File: config.mk
export PLATFORM = sky130hd
export DESIGN_NAME = data_stack
export DESIGN_NICKNAME = d
export VERILOG_FILES = /design/src/rtl/crforth_pkg.sv /design/src/rtl/stack_ram.sv /design/src/rtl/data_stack.sv
export SDC_FILE = /design/constraint.sdc
export NUM_CORES = 1
export LEC_CHECK = 0
export CORE_ASPECT_RATIO = 1.1
export CORE_UTILIZATION = 64
export CTS_CLUSTER_DIAMETER = 50
export DETAILED_ROUTE_END_ITERATION = 10
export PLACE_DENSITY = 0.9
export SLEW_MARGIN = 20
export SYNTH_ARGS = -nofsm -noshare
export SYNTH_HDL_FRONTEND = slang
export SYNTH_SLANG_ARGS = --single-unit
File: constraint.sdc
create_clock -name c_YCLOCK -period 7.05 [get_ports c_YCLOCK]
set_input_delay 0.705 -clock c_YCLOCK [delete_from_list [all_inputs] [get_ports c_YCLOCK]]
set_output_delay 0.705 -clock c_YCLOCK [all_outputs]
set_load 0.05 [all_outputs]
File: src/rtl/crforth_pkg.sv
// Shared definitions for the Forth core: data widths, stack depth limits and
// the stack operation encoding used by the control sequencer.
package crforth_pkg;

   localparam int unsigned WIDTH     = 16;
   localparam int unsigned RAM_DEPTH = 14;
   localparam int unsigned MAXD      = RAM_DEPTH + 2;
   localparam int unsigned DW        = $clog2(MAXD + 1);
   localparam int unsigned AW        = $clog2(RAM_DEPTH);

   typedef enum logic [2:0] {
      STK_NOP   = 3'b000,
      STK_PUSH  = 3'b001,
      STK_DROP  = 3'b010,
      STK_BINOP = 3'b011,
      STK_UNOP  = 3'b100,
      STK_DUP   = 3'b101,
      STK_SWAP  = 3'b110,
      STK_OVER  = 3'b111
   } stack_op_e;

   // Minimum depth an op needs, and whether it adds or removes one entry.
   typedef struct packed {
      logic [1:0] need;
      logic       grow;
      logic       shrink;
   } op_info_t;

   function automatic op_info_t op_info(input stack_op_e op);
      op_info_t info;
      info = '0;
      case (op)
         STK_PUSH:  info = '{need: 2'd0, grow: 1'b1, shrink: 1'b0};
         STK_DROP:  info = '{need: 2'd1, grow: 1'b0, shrink: 1'b1};
         STK_BINOP: info = '{need: 2'd2, grow: 1'b0, shrink: 1'b1};
         STK_UNOP:  info = '{need: 2'd1, grow: 1'b0, shrink: 1'b0};
         STK_DUP:   info = '{need: 2'd1, grow: 1'b1, shrink: 1'b0};
         STK_SWAP:  info = '{need: 2'd2, grow: 1'b0, shrink: 1'b0};
         STK_OVER:  info = '{need: 2'd2, grow: 1'b1, shrink: 1'b0};
         default:   info = '0;
      endcase
      return info;
   endfunction

endpackage

File: src/rtl/stack_ram.sv
// Backing store for stack entries below NOS: synchronous write, asynchronous read.
module stack_ram
   import crforth_pkg::*;
(
   input  logic             c_YCLOCK,
   input  logic             we,
   input  logic [AW-1:0]    waddr,
   input  logic [WIDTH-1:0] wdata,
   input  logic [AW-1:0]    raddr,
   output logic [WIDTH-1:0] rdata
);

   logic [WIDTH-1:0] mem [RAM_DEPTH];

   always_ff @(posedge c_YCLOCK) begin
      if (we) begin
         mem[waddr] <= wdata;
      end
   end

   assign rdata = mem[raddr];

endmodule

File: src/rtl/data_stack.sv
// Forth parameter stack: TOS/NOS in registers feeding the ALU, deeper entries
// spilled to stack_ram. One op per clock; rejected ops only set sticky flags.
module data_stack
   import crforth_pkg::*;
(
   input  logic             c_YCLOCK,
   input  logic             c_RESET,
   input  logic [2:0]       f_stackctrl,
   input  logic [WIDTH-1:0] i_DATA,
   output logic [WIDTH-1:0] o_TOS,
   output logic [WIDTH-1:0] o_NOS,
   output logic [DW-1:0]    o_DEPTH,
   output logic             o_EMPTY,
   output logic             o_FULL,
   output logic             o_UFLOW,
   output logic             o_OFLOW
);

   stack_op_e        op;
   op_info_t         info;
   logic             deep2;
   logic             deep3;
   logic [WIDTH-1:0] below;
   logic [WIDTH-1:0] push_val;

   logic [WIDTH-1:0] tos_n;
   logic [WIDTH-1:0] nos_n;
   logic [DW-1:0]    depth_n;
   logic             uflow_n;
   logic             oflow_n;

   logic             ram_we;
   logic [AW-1:0]    ram_waddr;
   logic [AW-1:0]    ram_raddr;
   logic [WIDTH-1:0] ram_rdata;

   stack_ram u_ram (
      .c_YCLOCK (c_YCLOCK),
      .we       (ram_we),
      .waddr    (ram_waddr),
      .wdata    (o_NOS),
      .raddr    (ram_raddr),
      .rdata    (ram_rdata)
   );

   assign o_EMPTY = (o_DEPTH == '0);
   assign o_FULL  = (o_DEPTH == DW'(MAXD));

   // Op decode, need/grow checks and next-state selection.
   always_comb begin
      op        = stack_op_e'(f_stackctrl);
      info      = op_info(op);
      deep2     = (o_DEPTH >= DW'(2));
      deep3     = (o_DEPTH >= DW'(3));
      ram_raddr = deep3 ? AW'(o_DEPTH - DW'(3)) : '0;
      ram_waddr = deep2 ? AW'(o_DEPTH - DW'(2)) : '0;
      below     = deep3 ? ram_rdata : '0;

      tos_n   = o_TOS;
      nos_n   = o_NOS;
      depth_n = o_DEPTH;
      uflow_n = o_UFLOW;
      oflow_n = o_OFLOW;
      ram_we  = 1'b0;

      case (op)
         STK_PUSH: push_val = i_DATA;
         STK_DUP:  push_val = o_TOS;
         default:  push_val = o_NOS;
      endcase

      if (o_DEPTH < DW'(info.need)) begin
         uflow_n = 1'b1;
      end else if (info.grow && o_FULL) begin
         oflow_n = 1'b1;
      end else begin
         case (op)
            STK_PUSH, STK_DUP, STK_OVER: begin
               ram_we = deep2;
               nos_n  = o_TOS;
               tos_n  = push_val;
            end
            STK_DROP: begin
               tos_n = o_NOS;
               nos_n = below;
            end
            STK_BINOP: begin
               tos_n = i_DATA;
               nos_n = below;
            end
            STK_UNOP: begin
               tos_n = i_DATA;
            end
            STK_SWAP: begin
               tos_n = o_NOS;
               nos_n = o_TOS;
            end
            default: ;
         endcase
         if (info.grow) begin
            depth_n = o_DEPTH + DW'(1);
         end else if (info.shrink) begin
            depth_n = o_DEPTH - DW'(1);
         end
      end
   end

   always_ff @(posedge c_YCLOCK) begin
      if (c_RESET) begin
         o_TOS   <= '0;
         o_NOS   <= '0;
         o_DEPTH <= '0;
         o_UFLOW <= 1'b0;
         o_OFLOW <= 1'b0;
      end else begin
         o_TOS   <= tos_n;
         o_NOS   <= nos_n;
         o_DEPTH <= depth_n;
         o_UFLOW <= uflow_n;
         o_OFLOW <= oflow_n;
      end
   end

endmodule

-- After elaboration in Yosys (flattened, before gate mapping)
Memories as Yosys holds them, arrays and structs flattened.
Cells that the tools add are included.
- register bits after elaboration: 39
- memory bits (writable): 224
- input bits: 21
- output and inout port bits: 41
- word-level logic and storage cells: 52
- memories: 1
- $add $sub $neg: 4
- order comparisons: 3
- equality and inequality tests: 9
- mux-type cells: 14
- bitwise gates (word level): 2
- reductions and logical operators: 14
- memories (name ; words ; bits a word ; read ports ; clocked after memory_dff ; write ports ; line ; source):
    u_ram.mem ; 14 ; 16 ; 1 ; 0 ; 1 ; stack_ram.sv:13 ; logic [WIDTH-1:0] mem [RAM_DEPTH];
- operators by type and width (operator ; count):
    16-bit case mux with 2 select lines ; 2
    16-bit case mux with 3 select lines ; 1
    4-bit case mux with 7 select lines ; 1
    16-bit 2-to-1 mux ; 1
    3-bit equality test, second input constant ; 4
    5-bit by 2-bit greater-or-equal comparator with 1-bit output, second input constant ; 2
    5-bit 2-to-1 mux ; 2
    4-bit 2-to-1 mux ; 2
    4-bit by 2-bit subtractor with 4-bit output, second input constant ; 2
    3-bit by 2-bit equality test with 1-bit output, second input constant ; 2
    3-bit AND reduction ; 2
    2-bit OR reduction ; 3
    5-bit by 1-bit adder with 5-bit output, second input constant ; 1
    5-bit equality test, second input constant ; 1
    5-bit zero test ; 1
    5-bit by 2-bit < comparator with 1-bit output ; 1
    1-bit 2-to-1 mux ; 5
    5-bit by 1-bit subtractor with 5-bit output, second input constant ; 1
    4-bit AND reduction ; 1
    2-bit nonzero test ; 2
    4-bit OR reduction ; 1
    3-bit by 1-bit equality test with 1-bit output, second input constant ; 1
    3-bit nonzero test ; 1
    3-bit OR reduction ; 1
    4 further kinds ; 5

-- Logic depth before layout (Yosys ltp)
- word-level depth: 7
- depth in mapped cells: 14
- gate-level depth less buffers: 9

-- Hierarchy
Synthesis repeated with hierarchy kept, for this count alone.
- cells, all modules: 649
- area, all modules: 10884.2 um2
- modules (own cells, without submodules) (module ; instances ; cells an instance ; area each (um2)):
    stack_ram ; 1 ; 379 ; 8600.7
    data_stack ; 1 ; 270 ; 2283.4

-- Worst setup path before layout
No wires, ideal clock.
- kind: register to register
- start point: register o_DEPTH[0]
- end point: memory u_ram.mem[12][0] (enable)
- arrival time: 4.241 ns
- required time: 6.620 ns
- setup slack: 2.379 ns
- stages on the path, launching flop included: 10
- path buffers: 2
- clock period less this slack: 4.671 ns
- cell sequence: dfxtp_1 buf_2 inv_1 clkbuf_1 ha_1 nand4_1 inv_1 nor4_1 nand3_1 nor4_1
- word-level cells in the longest chain between the ends: 6
- RTL lines (what ; line ; source):
    start, declared ; data_stack.sv:12 ; output logic [DW-1:0] o_DEPTH,
    start signal, assigned ; data_stack.sv:118 ; o_DEPTH <= depth_n;
    5-bit equality test ; data_stack.sv:47 ; assign o_FULL = (o_DEPTH == DW'(MAXD));
    named net o_FULL ; data_stack.sv:14 ; output logic o_FULL,
    1-bit logical AND ; data_stack.sv:74 ; end else if (info.grow && o_FULL) begin
    1-bit 2-to-1 mux ; data_stack.sv:74 ;
    1-bit 2-to-1 mux ; data_stack.sv:72 ; if (o_DEPTH < DW'(info.need)) begin
    1-bit 2-to-1 mux ; stack_ram.sv:16 ; if (we) begin
    1-bit 2-to-1 mux (not written as such) ; stack_ram.sv:17 ; mem[waddr] <= wdata;
    end, declared ; stack_ram.sv:13 ;
The timed path passes the listed nets, and every way through them passes these cells.

-- Worst setup path in the final report
- start point: input f_stackctrl[2]
- end point: memory u_ram.mem[1][0] (enable)
- word-level cells in the longest chain between the ends: 7
- RTL lines (what ; line ; source):
    start, declared ; data_stack.sv:8 ; input logic [2:0] f_stackctrl,
    branches (longest 4 deep; another with 5-bit by 2-bit < comparator with 1-bit output) ; n/a ;
    1-bit 2-to-1 mux * ; data_stack.sv:72 ;
    1-bit 2-to-1 mux * ; stack_ram.sv:16 ;
    1-bit 2-to-1 mux (not written as such) * ; stack_ram.sv:17 ;
Every way passes the cells marked *.

==> impl_metrics.py <==
metrics = {
    "sta": {
        "finalSetupTns_ns": 0,
        "period_minus_slack_ns": 3.95,
        "relSlewSlack_pct": 29.9,
        "grt_setup_unrepaired": "no",
        "skew_ns": 0.00891,
        "hold_viol": 0,
        "period_share_pct": 56.0,
        "fmax_ghz": 0.253,
        "setup_viol": 0,
        "worstMarginPinSlew_ns": 1.05,
        "slew_viol_final": 0,
    },
    "setup_path": {
        "end_kind": "register",
        "worst_ep_arrival_time_ns": 4.11,
        "start_kind": "input pin",
        "cp_max_fo": 18,
        "reg2reg_depth": 9,
        "crit_required_ns": 7.21,
        "critical_path_class": "input pin to register",
    },
    "die": {
        "die_area_um2": 18500,
        "fp-row-count": 51,
        "die_h_um": 143,
        "start_util_pct": 65.1,
        "die_w_um": 130,
        "pin_count": 62,
        "core_um2": 17700,
    },
    "global_route": {
        "antenna_found_initial": 3,
        "grt_pass1_vias": 7896,
        "grt_use_total_pct": 34.1,
        "grt_max_degree": 94,
        "grt_pass1_wl_um": 46200,
        "gr-total-overflow": 0,
    },
    "synth": {
        "ys.flop_type": "edfxtp_1",
        "synth_warnings": 0,
        "synth_area_um2": 11500,
        "synth-seq-cells": 263,
        "syn_avg_cell_area_um2": 13.1,
        "synthArstFlopShare_pct": 0,
        "syn_nets": 909,
        "seq_area_frac_synth_pct": 65.2,
        "synthCells": 878,
        "synth_edf_count": 224,
        "synth.distinct_cells": 55,
    },
    "placed_design": {
        "place_congestion": 0.903,
        "portBuffers": 61,
        "dp.cells": 1141,
        "dp_hpwl_um": 18300,
    },
    "clocking": {
        "cts_tree": "yes",
        "clock_path_buffers": 3,
        "cts.clk_slew.worst_paths_ns": 0.06,
        "ctsHtreeMaxLevel": 1,
        "clkSinkCount": 263,
        "cts_buffers": 28,
        "cts_setup_buffers": 0,
        "clk_latency_ns": 0.54,
        "clock-root-buffer": "clkbuf_16",
        "postCtsHoldBufs": 0,
        "post_cts_resized": 0,
    },
    "drt": {
        "wl_um": 30900,
        "ant_nets": 0,
        "via_per_inst": 6.94,
        "dr.first_iter.drc_count": 1182,
        "vias": 8274,
        "routedWlPerCell_um": 25.9,
        "route.detailed.drc": 0,
        "drt_pass1_iterations": 5,
    },
    "finish": {
        "drive_above_1_share_pct": 12.7,
        "areaGrowthSynthToFinish_pct": 16.0,
        "final_net_count": 964,
        "layout_commonest_cell": "edfxtp_1",
        "instances_no_fill": 1193,
        "diodes": 0,
        "layout_common_cells": "224 x edfxtp_1, 61 x clkdlybuf4s50_1, 59 x nor2_1",
    },
    "flow_run": {
        "cap_viol_max_count": 0,
    },
    "min_path": {
        "hold_depth": 2,
        "min_path_type": "register to register",
    },
    "outcome": {
        "status": "finished clean",
    },
    "power": {
        "powerDensity_nw_per_um2": 520,
        "p_leak_nw": 4.57,
        "peakVddDrop_uv": 434,
    },
}
[stage by stage]
stage	instance area (um^2)	worst slack, ns	util (%)	total power [mW]	hold slack, ns
6_report	13300	3.10	75.5	6.94	0.483
5_1_grt	13300	2.80	75.5	7.21	0.519
4_1_cts	13300	3.15	75.5	6.85	0.484
3_5_place_dp	12400	2.65	70.0	5.28	0.470
3_3_place_gp	12400	2.44	70.0	5.17	0.451
2_1_floorplan	11500	2.38	-	4.38	0.697
[power breakdown]
group	switching, mW	internal [mW]	leakage, nW
Combinational	2.21	1.03	1.72
Sequential	0.203	1.96	2.38
Clock	0.619	0.906	0.471
Total	3.04	3.90	4.57
[cells in the mapped netlist, types with 2 or more instances]
library cell,n,area [um^2]
nor4_2,8,100
nor2_1,63,236
a211o_1,3,26.3
a211oi_1,32,240
nand2b_1,17,106
xnor2_1,5,43.8
a2111oi_0,15,131
nor3_1,24,120
ha_1,9,113
a211oi_2,2,25.0
nor3_2,10,100
clkbuf_1,38,143
o21ai_0,33,165
edfxtp_1,224,6730
a21oi_2,2,17.5
and3_1,16,100
nor2b_1,17,106
or4_1,2,15.0
inv_1,7,26.3
or2_2,2,12.5
o221ai_1,15,131
buf_6,4,45.0
a221o_1,15,150
dfxtp_1,39,781
a21o_1,3,22.5
buf_2,17,85.1
nand2_1,40,150
o211ai_1,2,15.0
nor4_1,10,62.6
nor3b_1,2,15.0
o22ai_1,47,294
mux2_2,2,22.5
buf_1,5,18.8
buf_4,5,37.5
or3_1,2,12.5
nand3_1,18,90.1
a21oi_1,41,205
mux2i_1,51,510
and3b_1,14,123
o21ai_1,2,10.0
[metal layers]
metal | share of wire (%) | global-route usage (%) | up-vias
li1 | - | - | 3543
met1 | 36 | 44.6 | 3952
met2 | 46 | 51.6 | 633
met3 | 12 | 8.88 | 142
met4 | 6.1 | 19.7 | 4
met5 | 0.087 | 0 | -
[cells by family after synthesis]
logic type               share of synthesized area, %
buffers and inverters                            3.26
flip-flops                                       65.2
AO/OA/AOI/OAI                                    13.0
AND/OR/NAND/NOR                                  12.2
multiplexers                                     4.75
adder cells (fa/ha/maj)                          1.15
XOR/XNOR                                        0.381
[worst max-delay path, stage by stage]
cell and delay [ns]:
clkdlybuf4s50_1 0.63, nand2b_1 0.54, nand2_1 0.33, nor4_1 0.80, nand3_1 0.33, nor2_2 0.77
[sequential cells by signal, summed over array words and instances, names as in the netlist]
signal     flops
o_DEPTH        5
o_NOS         16
o_TOS         16
o_UFLOW        1
o_OFLOW        1
u_ram.mem    224
[cell type report]
| type | instances | area (um^2) |
|---|---|---|
| tap | 238 | 298 |
| clock buffer | 31 | 733 |
| clock inverter | 21 | 236 |
| inverter | 7 | 26.3 |
| multi-input combinational | 538 | 3670 |
| timing repair buffer | 95 | 866 |
| fill | 1024 | 4330 |
| sequential | 263 | 7510 |
[final timing paths]
check / startpoint / end / slack [ns]
worst max-delay path: f_stackctrl[2] / u_ram.mem[1][0]$_DFFE_PP_ / 3.10
worst max register to register: o_DEPTH[1]$_SDFFE_PP0P_ / o_NOS[0]$_SDFFE_PP0P_ / 3.19
worst min-delay path: o_UFLOW$_SDFFE_PP0N_ / o_UFLOW$_SDFFE_PP0N_ / 0.48
worst min register to register: o_UFLOW$_SDFFE_PP0N_ / o_UFLOW$_SDFFE_PP0N_ / 0.48
No activity file was read; power rests on OpenSTA's default activity.
